### src/rtl/mc_pkg.sv
// mc_pkg: shared parameters, FSM state type and helper functions for the
// motion-compensation blocks (encoder-side motion_compensation and the
// decoder-side mc_reconstruct).
//   MB_SIZE        block edge in pixels (power of two)
//   PIXEL_WIDTH    unsigned pixel width; residuals are signed PIXEL_WIDTH+1
//   REF_FRAME_SIZE square reference frame edge in pixels
//   MV_WIDTH       unsigned integer-pel motion vector component width
package mc_pkg;

    localparam int MB_SIZE        = 4;
    localparam int PIXEL_WIDTH    = 8;
    localparam int REF_FRAME_SIZE = 8;
    localparam int MV_WIDTH       = 6;

    localparam int N_PIX   = MB_SIZE * MB_SIZE;
    localparam int COORD_W = $clog2(REF_FRAME_SIZE);
    localparam int MB_W    = $clog2(MB_SIZE);
    localparam int IDX_W   = $clog2(N_PIX);
    localparam int CNT_W   = $clog2(N_PIX + 1);
    localparam int SUM_W   = PIXEL_WIDTH + 2;

    typedef enum logic [1:0] {
        IDLE  = 2'd0,
        FETCH = 2'd1,
        RUN   = 2'd2,
        DONE  = 2'd3
    } mc_state_e;

    // Saturate a signed prediction+residual sum to the pixel range.
    // The sum lies in [-2^PW, 2^(PW+1)-2], so the sign bit flags underflow
    // and bit PW (on a non-negative sum) flags overflow.
    function automatic logic [PIXEL_WIDTH-1:0] clip_pixel(input logic [SUM_W-1:0] sum);
        if (sum[SUM_W-1])
            return '0;
        else if (sum[PIXEL_WIDTH])
            return '1;
        else
            return sum[PIXEL_WIDTH-1:0];
    endfunction

    // Edge-clamp a window coordinate computed in MV_WIDTH+1 bits (no wrap).
    function automatic logic [COORD_W-1:0] clamp_coord(input logic [MV_WIDTH:0] v);
        if (v > (MV_WIDTH+1)'(REF_FRAME_SIZE - 1))
            return COORD_W'(REF_FRAME_SIZE - 1);
        else
            return v[COORD_W-1:0];
    endfunction

endpackage

### src/rtl/mc_pred_buffer.sv
// mc_pred_buffer: N_PIX x PIXEL_WIDTH register file holding the prefetched
// prediction window in raster order.
//   clk, reset  clock / asynchronous active-low reset
//   we, waddr, wdata   synchronous write port
//   raddr, rdata       asynchronous (combinational) read port
module mc_pred_buffer
    import mc_pkg::*;
(
    input  logic                   clk,
    input  logic                   reset,
    input  logic                   we,
    input  logic [IDX_W-1:0]       waddr,
    input  logic [PIXEL_WIDTH-1:0] wdata,
    input  logic [IDX_W-1:0]       raddr,
    output logic [PIXEL_WIDTH-1:0] rdata
);

    logic [PIXEL_WIDTH-1:0] mem [N_PIX];

    always_ff @(posedge clk or negedge reset) begin
        if (!reset) begin
            for (int k = 0; k < N_PIX; k++) mem[k] <= '0;
        end else if (we) begin
            mem[waddr] <= wdata;
        end
    end

    assign rdata = mem[raddr];

endmodule

### src/rtl/mc_reconstruct.sv
// mc_reconstruct: rebuilds one MB_SIZE x MB_SIZE block as
// recon = clip(pred + residual), pred being the reference window displaced by
// (mv_x, mv_y) with edge clamping. The window is prefetched into
// mc_pred_buffer, then residuals stream in and reconstructed pixels stream out.
//   clk, reset                   clock / asynchronous active-low reset
//   start, mv_x, mv_y            block request; mv latched when start accepted in IDLE
//   busy, done                   busy while not IDLE; done pulses for one cycle at the end
//   ref_rd_en/row/col, ref_rd_data  reference read port, data one cycle after strobe
//   res_valid/res_ready/res_data    residual input stream
//   recon_valid/recon_ready/recon_data  reconstructed pixel output stream
//   fsm_state                    current FSM state for observation
//
// Handshake rule for both streams: a transfer happens on a rising edge where
// valid & ready are both high; the producer holds valid and data stable until
// that transfer, and ready may depend combinationally on the consumer side.
module mc_reconstruct
    import mc_pkg::*;
(
    input  logic                   clk,
    input  logic                   reset,
    input  logic                   start,
    input  logic [MV_WIDTH-1:0]    mv_x,
    input  logic [MV_WIDTH-1:0]    mv_y,
    output logic                   busy,
    output logic                   done,
    output logic                   ref_rd_en,
    output logic [COORD_W-1:0]     ref_rd_row,
    output logic [COORD_W-1:0]     ref_rd_col,
    input  logic [PIXEL_WIDTH-1:0] ref_rd_data,
    input  logic                   res_valid,
    output logic                   res_ready,
    input  logic [PIXEL_WIDTH:0]   res_data,
    output logic                   recon_valid,
    input  logic                   recon_ready,
    output logic [PIXEL_WIDTH-1:0] recon_data,
    output mc_state_e              fsm_state
);

    localparam logic [CNT_W-1:0] CNT_N    = CNT_W'(N_PIX);
    localparam logic [CNT_W-1:0] CNT_LAST = CNT_W'(N_PIX - 1);
    localparam logic [CNT_W-1:0] CNT_ONE  = CNT_W'(1);

    mc_state_e              state, state_next;
    logic [MV_WIDTH-1:0]    mv_x_q, mv_y_q;
    logic [CNT_W-1:0]       issue_cnt;   // reads issued during FETCH
    logic [CNT_W-1:0]       res_cnt;     // residuals accepted
    logic [CNT_W-1:0]       out_cnt;     // recon pixels handed downstream
    logic                   wr_en_q;     // read strobe delayed to match read data
    logic [IDX_W-1:0]       wr_idx_q;
    logic                   recon_valid_q;
    logic [PIXEL_WIDTH-1:0] recon_data_q;
    logic [PIXEL_WIDTH-1:0] pred_pix;
    logic                   res_hs, out_hs;

    // ---------------- FSM: state register ----------------
    always_ff @(posedge clk or negedge reset) begin
        if (!reset) state <= IDLE;
        else        state <= state_next;
    end

    // ---------------- FSM: next state ----------------
    always_comb begin
        state_next = state;
        case (state)
            IDLE:  if (start) state_next = FETCH;
            // The extra cycle at issue_cnt == N lets the last read land in the buffer.
            FETCH: if (issue_cnt == CNT_N) state_next = RUN;
            RUN:   if (out_hs && out_cnt == CNT_LAST) state_next = DONE;
            DONE:  state_next = IDLE;
            default: state_next = IDLE;
        endcase
    end

    // ---------------- FSM: outputs ----------------
    always_comb begin
        busy      = (state != IDLE);
        done      = (state == DONE);
        ref_rd_en = (state == FETCH) && (issue_cnt < CNT_N);
        // Single output register: accept a residual whenever the register is
        // empty or being drained in the same cycle.
        res_ready = (state == RUN) && (res_cnt < CNT_N) && (!recon_valid_q || recon_ready);
    end

    assign fsm_state = state;

    // ---------------- Read address generation with edge clamp ----------------
    // MB_SIZE is a power of two, so the raster index splits into row/col bits.
    logic [IDX_W-1:0] issue_idx;
    assign issue_idx  = issue_cnt[IDX_W-1:0];
    assign ref_rd_row = clamp_coord({1'b0, mv_y_q} + (MV_WIDTH+1)'(issue_idx[IDX_W-1:MB_W]));
    assign ref_rd_col = clamp_coord({1'b0, mv_x_q} + (MV_WIDTH+1)'(issue_idx[MB_W-1:0]));

    // ---------------- Prediction buffer ----------------
    mc_pred_buffer u_pred_buffer (
        .clk   (clk),
        .reset (reset),
        .we    (wr_en_q),
        .waddr (wr_idx_q),
        .wdata (ref_rd_data),
        .raddr (res_cnt[IDX_W-1:0]),
        .rdata (pred_pix)
    );

    // ---------------- Adder / clip ----------------
    logic [SUM_W-1:0] sum;
    assign sum    = {2'b00, pred_pix} + {res_data[PIXEL_WIDTH], res_data};
    assign res_hs = res_valid && res_ready;
    assign out_hs = recon_valid_q && recon_ready;

    // ---------------- Datapath registers ----------------
    always_ff @(posedge clk or negedge reset) begin
        if (!reset) begin
            mv_x_q        <= '0;
            mv_y_q        <= '0;
            issue_cnt     <= '0;
            res_cnt       <= '0;
            out_cnt       <= '0;
            wr_en_q       <= 1'b0;
            wr_idx_q      <= '0;
            recon_valid_q <= 1'b0;
            recon_data_q  <= '0;
        end else begin
            wr_en_q  <= ref_rd_en;
            wr_idx_q <= issue_idx;

            if (state == IDLE && start) begin
                mv_x_q    <= mv_x;
                mv_y_q    <= mv_y;
                issue_cnt <= '0;
                res_cnt   <= '0;
                out_cnt   <= '0;
            end

            if (state == FETCH && issue_cnt < CNT_N)
                issue_cnt <= issue_cnt + CNT_ONE;

            // A new residual reloads the register even if it drains this cycle,
            // so valid stays high through back-to-back transfers.
            if (res_hs) begin
                recon_data_q  <= clip_pixel(sum);
                recon_valid_q <= 1'b1;
                res_cnt       <= res_cnt + CNT_ONE;
            end else if (out_hs) begin
                recon_valid_q <= 1'b0;
            end

            if (out_hs)
                out_cnt <= out_cnt + CNT_ONE;
        end
    end

    assign recon_valid = recon_valid_q;
    assign recon_data  = recon_data_q;

endmodule

### config.mk
export PLATFORM = sky130hd
export DESIGN_NAME = mc_reconstruct
export DESIGN_NICKNAME = d
export VERILOG_FILES = /design/src/rtl/mc_pkg.sv /design/src/rtl/mc_pred_buffer.sv /design/src/rtl/mc_reconstruct.sv
export SDC_FILE = /design/constraint.sdc
export NUM_CORES = 1
export LEC_CHECK = 0
export ABC_AREA = 1
export CAP_MARGIN = 10
export CORE_UTILIZATION = 60
export CTS_CLUSTER_SIZE = 20
export DETAILED_ROUTE_END_ITERATION = 7
export DONT_BUFFER_PORTS = 1
export PLACE_DENSITY = 0.76
export SETUP_SLACK_MARGIN = 0.1
export SLEW_MARGIN = 20
export SYNTH_ARGS = -nofsm -noshare
export SYNTH_HDL_FRONTEND = slang
export SYNTH_SLANG_ARGS = --single-unit
### constraint.sdc
create_clock -name clk -period 6.5 [get_ports clk]
set_input_delay 1.3 -clock clk [delete_from_list [all_inputs] [get_ports clk]]
set_output_delay 1.3 -clock clk [all_outputs]
set_load 0.01 [all_outputs]
# Yosys cells after proc, flatten, opt, wreduce, memory -nomap -nowiden
# Index checks and enable logic that the tools add are counted.
# word_totals
ff_bits,171
latch_bits,0
mem_bits_rw,0
rom_bits,0
in_bits,34
out_inout_bits,21
elab_cells,86
memories,0
# classes
add_sub_neg,6
multipliers,0
div,0
n_lt_le_gt_ge,7
n_eq_ne,8
shift,0
mux,20
n_bitwise,2
n_reduce_logical,17
# ops
cell,count
bitwise mux 128 bit,1
two-way mux 8 bit,5
binary-select mux 8 bit (select 4 bit),1
demux 8 bit (select 4 bit),1
two-way mux 5 bit,4
adder 5 x 1 -> 5 bit (second input constant),3
adder 6 x 2 -> 7 bit,2
> comparator 7 x 3 -> 1 bit (second input constant),2
adder 9 x 9 -> 10 bit,1
>= comparator 5 bit (second input constant),2
less-than comparator 5 bit (second input constant),2
NOT 4 -> 5 bit,2
nonzero test 2 bit,5
logical AND 1 bit,8
one-hot mux 2 bit (4 select lines),1
two-way mux 2 bit,3
two-way mux 3 bit,2
inequality test 2 bit (second input constant),3
== test 5 x 4 -> 1 bit (second input constant),1
== test 5 bit (second input constant),1
less-than comparator 5 x 1 -> 1 bit (second input constant),1
== test 2 bit (second input constant),2
AND reduction 3 bit,1
== test 2 x 1 -> 1 bit (second input constant),1
other kinds (4),5

# Depth between registers and ports, before layout
# depth
depth_word,7
ltp_mapped,18

# Hierarchy
# A second synthesis with hierarchy kept.
# hier_totals
hier_cells,1140
area_unflattened_um2,8680.8
# by_module_without_submodules
module,instances,cells_each,area_each_um2,seq_area_each_um2
mc_pred_buffer,1,834,6211.0,3203.1
mc_reconstruct,1,306,2469.9,1076.0

# Least setup slack after synthesis
# No wires, ideal clock.
# synth_path
path_kind,input port to output port
start,input recon_ready
end,output res_ready
t_arrival_ns,1.642
slack_ns,3.558
stages,4
path_cell_list,inv_1 nand2_1 nand2_1 nor2_1
# synth_via
elab_chain_cells,2
# synth_rtl
item,line,source
"start, declared",mc_reconstruct.sv:34,"input logic recon_ready,"
logical OR 1 bit,mc_reconstruct.sv:81,res_ready = (state == RUN) && (res_cnt < CNT_N) && (!recon_valid_q || recon_ready);
logical AND 1 bit,mc_reconstruct.sv:81,
"end, declared",mc_reconstruct.sv:31,"output logic res_ready,"
# Every way passes these cells.

# Final worst setup path
# layout_path
start,register res_cnt[0]
end,register recon_data_q[4] (netlist: recon_data[4])
# layout_via
elab_chain_cells,7
# layout_rtl
item,line,source
"start, declared",mc_reconstruct.sv:46,logic [CNT_W-1:0] res_cnt;
"start signal, assigned",mc_reconstruct.sv:142,res_cnt <= res_cnt + CNT_ONE;
NOT 4 -> 5 bit (implied by the code),mc_pred_buffer.sv:28,assign rdata = mem[raddr];
binary-select mux 8 bit (select 4 bit),mc_pred_buffer.sv:28,
two-way mux 8 bit (implied by the code) (2 in a row),mc_pred_buffer.sv:28,
adder 9 x 9 -> 10 bit,mc_reconstruct.sv:106,"assign sum = {2'b00, pred_pix} + {res_data[PIXEL_WIDTH], res_data};"
two-way mux 8 bit,mc_pkg.sv:35,else if (sum[PIXEL_WIDTH])
two-way mux 8 bit,mc_pkg.sv:33,if (sum[SUM_W-1])
"end signal, assigned",mc_reconstruct.sv:140,recon_data_q <= clip_pixel(sum);
"end, declared",mc_reconstruct.sv:51,logic [PIXEL_WIDTH-1:0] recon_data_q;
# Several ways; a longest one is shown, not always the timed one. The select of a mux whose other input is x is not followed.
# A chain may end at the register's enable or synchronous reset.

==> metrics.md <==
| Metric | Value |
|---|---|
| Critical R2R Launch | `res_cnt[0]` |
| H-tree Lvls | `4` |
| Routed wire length | `19.2 mm` |
| Most frequent cells in the layout | `nand2_1 (306), dfrtp_1 (169), o21ai_0 (159)` |
| Clock sink total | `171` |
| Power Total | `4.69 mW` |
| Final hold vios | `0` |
| Max_cap viols | `0` |
| Initial antenna violation count | `0` |
| Initial DRC Count | `684` |
| # hold bufs at CTS | `0` |
| Post-Syn Nets | `1093` |
| Yosys top cell by area | `dfrtp_1` |
| Final Cycle Share | `55.1%` |
| Critical path class | `register to register` |
| Slew @ Worst Pin | `1.00 ns` |
| Hold/Removal Path Class | `register to register` |
| Cell Chain, Critical Path | `buf_4 > a21oi_1 > o21ai_0 > nand3_1 > nand3_1 > nand2_1 > fa_1 > nand2_1 > nand2_1 > nand3_1 > nand3_1 > nand2_1 > nand2_1 > nand2_1 > nand2_1` |
| Nets@finish | `1062` |
| Core area | `13500 sq um` |
| Final Core Density | `67.2%` |
| Setup Buffers After CTS | `0` |
| Post-synthesis cell type count | `32` |
| Critical path data arrival time | `3.91 ns` |
| Slowest CP cell | `dfrtp_4` |
| Clock tree buffer depth | `2` |
| I/O pins | `55` |
| Crit path required time | `6.82 ns` |
| Setup TNS | `0 ns` |
| Largest net degree at the start of global routing | `172` |
| Slew HR | `32.8%` |
| Final worst path period need | `3.58 ns` |
| Total GRT Usage | `28.7%` |
| CP endpoint kind | `register` |
| Number of gates resized after CTS | `0` |
| Lkg Pwr | `4.66 nW` |
| Die W | `120 um` |
| Share of layout cells above drive strength 1 | `3.94%` |
| Clock transition at path regs | `0.07 ns` |
| Flop2flop setup slack | `2.92 ns` |
| Peak supply drop | `0.231 mV` |
| CP startpoint kind | `register` |
| Clk_skew | `0.00803 ns` |
| Dpl ws | `2.98 ns` |
| Crit-path leading delay family | `simple AND/OR/NAND/NOR gates` |
| Fill cells | `1095` |
| Post-synthesis sequential element count | `171` |
| Final Setup Violations | `0` |
| Die outline area | `14500 sq um` |
| Reg2Reg Depth | `15` |
| Hold Crit Depth | `0` |
| Final Max Slew Viols | `0` |
| PwrDens | `519 nW/um^2` |
| Hold path endpoint | `wr_idx_q[2]` |
| GP Congestion | `0.836` |
| # DRC | `0` |
| CP Buf/Inv Count | `1` |
| Top-area cell type share of the netlist area | `51.0%` |
| Reg2reg end | `recon_data[4]` |
| Crit-path max cell delay | `0.90 ns` |
| CTS tree | `yes` |
| Critical path peak fanout | `76` |
| Vias | `6792` |
| Skew-Pair Late Insertion Delay | `0.43 ns` |
| Initial core utilization | `62.4%` |
| Synth warn | `0` |
| Synthesized area per cell | `8.12 sq um` |
| Hpwl dp | `12.4 mm` |
| Mapped Area | `8390 sq um` |
| Outcome | `finished, final reports clean` |
| Seq/Total Area, Yosys | `51.0%` |
| Synth area leaders | `dfrtp_1 (51%), nand2_1 (14%), o21ai_0 (9.5%)` |
| Layout area overhead | `7.66%` |
| IO buf count | `0` |
| Post-DRT Antenna Nets | `0` |
| Worst hold start | `issue_cnt[2]` |
| Cells after Synth | `1034` |
| Routed wire per std cell | `16.1 um` |
| Commonest non-fill, non-tap cell in the layout | `nand2_1` |
| Post-DR vias/cell | `5.70` |
| Ant. Diodes | `0` |
| First-pass GRT wire length | `32.2 mm` |
| Vias in the first global route | `6447` |
| CP dominant cell by count | `nand2_1` |
| Cts bufs inserted | `17` |
| Unrepaired setup endpoints after global routing | `false` |
| Root buf cell | `clkbuf_16` |
| Core Rows | `42` |
| Die Span Y | `120 um` |
| Setup WS post-layout | `2.92 ns` |
| Total gr overflow | `0` |
| DRT Pass-1 Iters | `6` |
| FMAX | `279 MHz` |
power breakdown:
part	internal, mW	switching, mW	total [mW]	leakage (nW)
registers	1.47	0.345	1.82	1.76
clock network	0.704	0.419	1.12	0.314
logic	0.641	1.10	1.74	2.59
total	2.82	1.87	4.69	4.66
registers in the layout, summed over array words and instances, names as in the netlist, 4 cells and up:
register	cells
issue_cnt	5
mv_x_q	6
mv_y_q	6
out_cnt	5
recon_data	8
res_cnt	5
u_pred_buffer.mem	128
wr_idx_q	4
per-layer routing:
metal  wire length, um  global-route usage (%)  up-vias
li1                  -                       -     3296
met4               346                    10.3        0
met1              8720                    39.6     3249
met2              8890                    44.7      219
met5                 0                       0        -
met3              1220                    6.46       28
how the worst max path moves through the flow:
stage	startpoint	end	slack (ns)	cells past startpoint
after CTS	res_cnt[0]	recon_data[3]	2.95	15
after detailed placement	res_cnt[0]	recon_data[7]	2.98	15
after floorplan	recon_ready	res_ready	3.56	4
after global routing	res_cnt[0]	recon_data[6]	2.59	15
final	res_cnt[0]	recon_data[4]	2.92	15
after global placement	res_cnt[0]	recon_data[0]	3.04	15
cell families (layout without fill, tap and decap cells):
group | count (synthesis) | in the layout | synth area share [%]
and+or+nand+nor | 414 | 414 | 20.0
buffers and inverters | 168 | 150 | 8.17
AOI/OAI and AO/OA | 250 | 250 | 16.2
DFF | 171 | 171 | 51.0
xor gates and xnor gates | 6 | 6 | 0.626
adders and majority gates | 25 | 25 | 4.00
per-stage QoR:
step,cells,hold WS [ns],cell area (sq um)
finish,1192,0.472,9030
global route,1192,0.482,9030
global placement,1160,0.436,8380
detailed placement,1160,0.454,8380
floorplan,1034,0.403,8390
CTS,1192,0.460,9030
cell type report:
type	count	area (sq um)	area share, %
tap	176	220	2.44
clock inverter	10	189	2.09
sequential	171	4280	47.4
clock buffer	22	464	5.14
multi-input combinational	695	3430	37.9
inverter	116	435	4.82
timing repair buffer	2	15.0	0.166
synth_stat cells:
library cell  number
nand4_1            2
or2_2              2
o21ai_1            2
dfrtp_1          171
buf_1              4
o211ai_1          33
buf_6              4
nor4_1             2
nor2_2             2
o21a_1             2
clkinv_1           2
a21oi_2            1
buf_4              1
o21ai_0          159
xor2_1             3
o22ai_1            4
clkbuf_1          26
o31ai_1            1
a21oi_1           46
nand2_1          306
buf_2             17
nand3_1           66
nor3_2             2
nor3_1             1
inv_1            114
nor2_1            28
fa_1               3
o221ai_1           1
o32ai_1            1
ha_1              22
xnor2_1            3
nand3b_1           3
(Power assumes the default switching activity.)
